## src/rtl/seq_mult_feed.sv

```systemverilog
// seq_mult_feed: iterative shift-add unsigned multiplier, one multiplier bit per clock.
// Produces the 2*WIDTH-bit operand x for the downstream divide-by-255 stage.
// x is held stable between operations; done pulses for one cycle when x updates.
// Optional build macro: SEQ_MULT_EARLY_TERM_EN. When defined, an operation
// completes as soon as the remaining multiplier bits are all zero.
module seq_mult_feed #(
    parameter int unsigned WIDTH = 16
) (
    input  logic                 clk,
    input  logic                 rst_n,
    input  logic                 start,
    input  logic [WIDTH-1:0]     a,
    input  logic [WIDTH-1:0]     b,
    output logic                 busy,
    output logic                 done,
    output logic [2*WIDTH-1:0]   x
);

    localparam int unsigned PW = 2 * WIDTH;
    localparam int unsigned CW = (WIDTH > 1) ? $clog2(WIDTH) : 1;

    typedef enum logic [1:0] {
        ST_IDLE = 2'd0,
        ST_RUN  = 2'd1,
        ST_DONE = 2'd2
    } state_t;

    state_t          r_state;
    logic [PW-1:0]   r_acc;
    logic [PW-1:0]   r_a;
    logic [WIDTH-1:0] r_b;
    logic [CW-1:0]   r_cnt;
    logic [PW-1:0]   r_x;
    logic            r_busy;
    logic            r_done;

    state_t          w_state_nxt;
    logic [PW-1:0]   w_acc_nxt;
    logic [PW-1:0]   w_a_nxt;
    logic [WIDTH-1:0] w_b_nxt;
    logic [CW-1:0]   w_cnt_nxt;
    logic [PW-1:0]   w_x_nxt;
    logic            w_busy_nxt;
    logic            w_done_nxt;
    logic [PW-1:0]   w_sum;
    logic [WIDTH-1:0] w_b_shr;
    logic            w_last;

    // Partial-product add for the current multiplier bit and the shifted multiplier.
    always_comb begin
        w_sum   = r_acc + (r_b[0] ? r_a : '0);
        w_b_shr = r_b >> 1;
`ifdef SEQ_MULT_EARLY_TERM_EN
        w_last  = (w_b_shr == '0);
`else
        w_last  = (r_cnt == CW'(WIDTH - 1));
`endif
    end

    // Next-state and next-register values; outputs are registered from these.
    always_comb begin
        w_state_nxt = r_state;
        w_acc_nxt   = r_acc;
        w_a_nxt     = r_a;
        w_b_nxt     = r_b;
        w_cnt_nxt   = r_cnt;
        w_x_nxt     = r_x;
        w_busy_nxt  = 1'b0;
        w_done_nxt  = 1'b0;
        case (r_state)
            ST_IDLE: begin
                if (start) begin
                    w_a_nxt     = PW'(a);
                    w_b_nxt     = b;
                    w_acc_nxt   = '0;
                    w_cnt_nxt   = '0;
                    w_busy_nxt  = 1'b1;
                    w_state_nxt = ST_RUN;
                end
            end
            ST_RUN: begin
                w_acc_nxt  = w_sum;
                w_a_nxt    = r_a << 1;
                w_b_nxt    = w_b_shr;
                w_cnt_nxt  = r_cnt + CW'(1);
                w_busy_nxt = 1'b1;
                if (w_last) begin
                    w_x_nxt     = w_sum;
                    w_done_nxt  = 1'b1;
                    w_busy_nxt  = 1'b0;
                    w_state_nxt = ST_DONE;
                end
            end
            ST_DONE: begin
                w_state_nxt = ST_IDLE;
            end
            default: begin
                w_state_nxt = ST_IDLE;
            end
        endcase
    end

    // State and datapath registers; asynchronous reset aborts any operation.
    always_ff @(posedge clk or negedge rst_n) begin
        if (!rst_n) begin
            r_state <= ST_IDLE;
            r_acc   <= '0;
            r_a     <= '0;
            r_b     <= '0;
            r_cnt   <= '0;
            r_x     <= '0;
            r_busy  <= 1'b0;
            r_done  <= 1'b0;
        end else begin
            r_state <= w_state_nxt;
            r_acc   <= w_acc_nxt;
            r_a     <= w_a_nxt;
            r_b     <= w_b_nxt;
            r_cnt   <= w_cnt_nxt;
            r_x     <= w_x_nxt;
            r_busy  <= w_busy_nxt;
            r_done  <= w_done_nxt;
        end
    end

    assign busy = r_busy;
    assign done = r_done;
    assign x    = r_x;

endmodule

```

## config.mk

```make
export PLATFORM = sky130hd
export DESIGN_NAME = seq_mult_feed
export DESIGN_NICKNAME = d
export VERILOG_FILES = /design/src/rtl/seq_mult_feed.sv
export SDC_FILE = /design/constraint.sdc
export NUM_CORES = 1
export LEC_CHECK = 0
export ABC_CLOCK_PERIOD_IN_PS = 7400
export CAP_MARGIN = 10
export CORE_MARGIN = 2
export CORE_UTILIZATION = 40
export DETAILED_ROUTE_END_ITERATION = 8
export DONT_BUFFER_PORTS = 1
export PLACE_DENSITY_LB_ADDON = 0.25
export SYNTH_ARGS = -nofsm -noshare
export SYNTH_HDL_FRONTEND = slang
export SYNTH_SLANG_ARGS = --single-unit
```

## constraint.sdc

```tcl
create_clock -name clk -period 7.4 [get_ports clk]
set_clock_uncertainty 0.1 [all_clocks]
set_input_delay 1.48 -clock clk [delete_from_list [all_inputs] [get_ports clk]]
set_output_delay 1.48 -clock clk [all_outputs]
set_load 0.03 [all_outputs]
```

**After elaboration in Yosys (flattened, before gate mapping)**

Index checks and enable logic that the tools add are counted.

- Register bits after elaboration: 120
- Bits of input ports: 35
- Logic and storage cells: 36

- Add/sub/neg operators: 2
- Eq/ne operators: 4
- Multiplexer cells: 17
- Reduce and logical (&&, ||, !) cells: 5

Operators with widths:

| operator | number |
|---|---|
| 32-bit case mux with 2 select lines | 2 |
| 32-bit two-way mux | 3 |
| 32-bit adder | 1 |
| 16-bit case mux with 2 select lines | 1 |
| 16-bit two-way mux | 1 |
| 4-bit case mux with 2 select lines | 1 |
| 2-bit AND reduction | 3 |
| 4-bit by 1-bit adder with 4-bit output, second input constant | 1 |
| 4-bit equality test, second input constant | 1 |
| 1-bit two-way mux | 4 |
| 2-bit two-way mux | 2 |
| 4-bit two-way mux | 1 |
| 2-bit != test, second input constant | 2 |
| 2-bit case mux with 2 select lines | 1 |
| 2-bit by 1-bit equality test with 1-bit output, second input constant | 1 |
| 2-bit logical NOT | 1 |
| 1-bit case mux with 2 select lines | 1 |
| 2-bit nonzero test | 1 |

**Depth between registers and ports, before layout**

- Word-level depth: 3
- Gate-level depth with buffers: 13
- Gate-level depth less buffers: 12

**Worst setup path after synthesis**

No wires, ideal clock.

- Path type: reg2reg
- Start: register r_b[0]
- End: register r_x[28] (netlist: x[28])
- Arrival: 2825 ps
- Data required time: 7175 ps
- Setup slack: 4350 ps
- Cell stages (with the launch flop): 13
- Path buffers: 0
- Cells stage by stage: dfrtp_1 -> and2_1 -> ha_1 -> fa_1 -> a211oi_1 -> o21a_1 -> nor4_4 -> o311ai_4 -> a21oi_2 -> a221o_1 -> a21oi_2 -> xnor2_1 -> mux2_4

- Longest elaborated chain between the ends: 2

RTL lines:

| item | line | RTL |
|---|---|---|
| start: declaration | 31 | `logic [WIDTH-1:0] r_b;` |
| start signal: assignment | 118 | `r_b <= w_b_nxt;` |
| 32-bit two-way mux | 51 | `w_sum = r_acc + (r_b[0] ? r_a : '0);` |
| 32-bit adder | 51 |  |
| end signal: assignment | 120 | `r_x <= w_x_nxt;` |
| end: declaration | 33 | `logic [PW-1:0] r_x;` |

No other way between the ends.
A chain may end at the register's enable or synchronous reset.

**Worst setup path after layout**

Same ends and word-level chain as after synthesis.

==> metrics.md <==
| Metric | Value |
|---|---|
| Initial antenna violation count | `0` |
| Die area | `0.0175 mm²` |
| # DRC | `0` |
| Leak | `3.49 nW` |
| Main combinational cell family by area after synthesis | `compound AO/OA/AOI/OAI gates` |
| Clock Sinks | `120` |
| Final GP Congestion | `0.817` |
| Row count | `46` |
| Area growth, synth to finish | `11.8%` |
| Die H | `132 µm` |
| Io pins | `69` |
| Yosys reg bits | `120` |
| Total nets after synthesis | `759` |
| Worst setup SP type | `register` |
| First-pass GRT wire length | `25,700 µm` |
| Post-synth top area share | `45.6%` |
| CP startpoint | `r_b[0]` |
| Ys flop type | `dfrtp_1` |
| Final period util | `49.7%` |
| Max_slew headroom | `19.3%` |
| Final instance area | `0.00736 mm²` |
| Simple-gate share of the synthesized area | `18.1%` |
| Antenna Cells | `0` |
| Synth Cell Area | `0.00659 mm²` |
| Vias in the first global route | `5,103` |
| Share of cells above drive strength 1 | `7.32%` |
| Final Util | `46.0%` |
| Initial core utilization | `41.2%` |
| Asr flop ratio synth | `100%` |
| Fin Hold WS | `0.399 ns` |
| TritonCTS buffer count | `17` |
| Syn Area/Cell | `9.53 µm²` |
| RSZ-0062 raised after global routing | `false` |
| Fin. max-slew vios | `0` |
| CTS Buffer Depth | `2` |
| Power Density | `425 mW/mm²` |
| EDFF count, synth | `0` |
| Worst VDD drop | `0.209 mV` |
| Highest routed layer | `met4` |
| Setup bufs post-CTS | `0` |
| CP arrival | `3.87 ns` |
| Fin nets | `740` |
| Starting DRT DRC Count | `330` |
| Vias per inst | `5.62` |
| Finished Layout Cells | `899` |
| Routed length on met1 | `7200 µm` |
| Required time worst endpoint | `7.60 ns` |
| ANT nets after route | `0` |
| DP Area | `0.00675 mm²` |
| Setup CP Type | `reg -> reg` |
| Hold Path Class | `reg -> reg` |
| Via Count | `5,051` |
| Post_cts resized | `0` |
| Clock slew at reported path FFs | `0.05 ns` |
| Hold path start | `r_acc[30]` |
| I/O Buffers | `0` |
| FF-to-FF Start | `r_b[0]` |
| Ys Warns | `0` |
| Setup tns final | `0 ns` |
| Mux share of post-synthesis cell area | `0.893%` |
| H-tree levels | `4` |
| Multi-input logic area | `0.00342 mm²` |
| Max-cap violations | `0` |
| Cells after Synth | `691` |
| DR WL met2 | `6970 µm` |
| Post-detailed-placement half-perimeter wirelength | `9980 µm` |
| Worst slew pin tran | `1.21 ns` |
| Sequential area share after synthesis | `45.6%` |
| Critical Path Sink Type | `register` |
| Synth Area in Compound Gates | `23.3%` |
| Max Clk Rate | `272 MHz` |
| Synth top area cells | `dfrtp_1 (46%), ha_1 (6.1%), nand2_1 (6.0%)` |
| Area leader, netlist | `dfrtp_1` |
| Outcome | `complete, no violations` |
| Final setup violation count | `0` |
| GRT Total Usage | `18.1%` |
| Layout fillers | `1,534` |
| DR WL met3 | `769 µm` |
| Yosys cell types | `57` |
| Critical-path maximum fanout | `33` |
| Adder-cell share of the synthesized area | `6.38%` |
| Routed len/inst | `16.9 µm` |
| Detailed-route wire length | `15,200 µm` |
| CTS Hold Buffers Added | `0` |
| CORE AREA | `0.0160 mm²` |
| Root buffer cell | `clkbuf_16` |
| Grt total ovfl | `0` |
| FF+latch area | `0.00300 mm²` |
| Die width | `132 µm` |
| Final worst path period need | `3.68 ns` |
| CTS tree | `yes` |
| Initial DRT Pass Iterations | `4` |
| Largest net degree at the start of global routing | `121` |
| Post-Synth XOR/XNOR Area | `3.06%` |
| Final hold vios | `0` |
| Later-pin clock latency in the skew report | `0.42 ns` |
| Placed cells | `869` |
worst paths after layout:
kind / cells past startpoint / endpoint / slack (ns)
setup reg to reg: 12 / x[28] / 3.72
min in group asynchronous: 0 / r_b[9] / 0.66
hold reg to reg: 2 / r_acc[30] / 0.40
hold / removal: 2 / r_acc[30] / 0.40
max in group asynchronous: 0 / x[27] / 6.39
setup / recovery: 12 / x[28] / 3.72
cells in the final DEF, fill, tap and decap left out, types with 5 or more instances in the layout:
| master | Yosys | routed |
|---|---|---|
| nor3_1 | 7 | 7 |
| ha_1 | 32 | 32 |
| and3b_1 | 16 | 16 |
| xnor2_1 | 14 | 14 |
| nor2_1 | 19 | 19 |
| o21a_1 | 9 | 9 |
| clkbuf_16 | 0 | 17 |
| nand3_1 | 6 | 6 |
| a21oi_1 | 55 | 55 |
| a22o_1 | 41 | 41 |
| dfrtp_1 | 120 | 120 |
| a22oi_1 | 14 | 14 |
| and3_1 | 5 | 5 |
| a21o_1 | 12 | 12 |
| xor2_1 | 9 | 9 |
| nor2b_1 | 22 | 21 |
| nand2_1 | 106 | 106 |
| and2_1 | 34 | 34 |
| o21ai_0 | 63 | 63 |
per-stage QoR:
step / power (mW) / setup slack (ns)
4_1_cts: 3.15 / 3.69
2_1_floorplan: 2.01 / 4.35
3_3_place_gp: 2.23 / 3.73
5_1_grt: 3.34 / 3.47
6_report: 3.13 / 3.72
3_5_place_dp: 2.27 / 3.70
synthesized netlist by cell type (6+ instances only):
master / instances
a21o_1: 12
a21oi_1: 55
a22o_1: 41
a22oi_1: 14
and2_1: 34
and3b_1: 16
clkbuf_1: 36
dfrtp_1: 120
ha_1: 32
nand2_1: 106
nand3_1: 6
nor2_1: 19
nor2b_1: 22
nor3_1: 7
o21a_1: 9
o21ai_0: 63
xnor2_1: 14
xor2_1: 9
per-layer routing:
metal | vias up | global-route usage, %
met3 | 24 | 5.15
met4 | 0 | 6.33
met1 | 2483 | 24.5
li1 | 2441 | -
met2 | 103 | 28.0
met5 | - | 0
sequential cells by signal (all words and copies together), names as in the netlist:
signal and flops:
r_acc 32, x 32, r_a 32, r_cnt 4
done 1, r_b 16, busy 1, r_state 2
worst max-delay path, stage by stage, from the launching register on:
cell and delay [ns]:
dfrtp_1 0.69, and2_1 0.29, ha_1 0.21, fa_1 0.42, a211oi_1 0.25, o21a_1 0.26
nor4_4 0.08, o311ai_4 0.32, a21oi_2 0.11, a221o_1 0.32, a21oi_2 0.14, xnor2_1 0.09
mux2_4 0.26
where the power goes:
group,total (mW),internal [mW],leakage (nW),switching [mW]
logic,0.996,0.424,1.63,0.572
registers,1.26,0.917,1.56,0.347
clock network,0.866,0.585,0.298,0.282
total,3.13,1.93,3.49,1.20
logic make-up after synthesis:
| logic type | Yosys count |
|---|---|
| AND/OR/NAND/NOR | 233 |
| AO/OA/AOI/OAI | 230 |
| flip-flops | 120 |
| buffers and inverters | 47 |
| adder cells (fa/ha/maj) | 33 |
| XOR/XNOR | 23 |
| multiplexers | 5 |
area by class of cell:
type,instances,share of cell area [%]
clock buffer,22,6.44
clock inverter,8,1.97
inverter,5,0.255
multi-input combinational,524,46.5
sequential,120,40.8
tap,216,3.67
timing repair buffer,4,0.408
No activity file was read; power rests on OpenSTA's default activity.
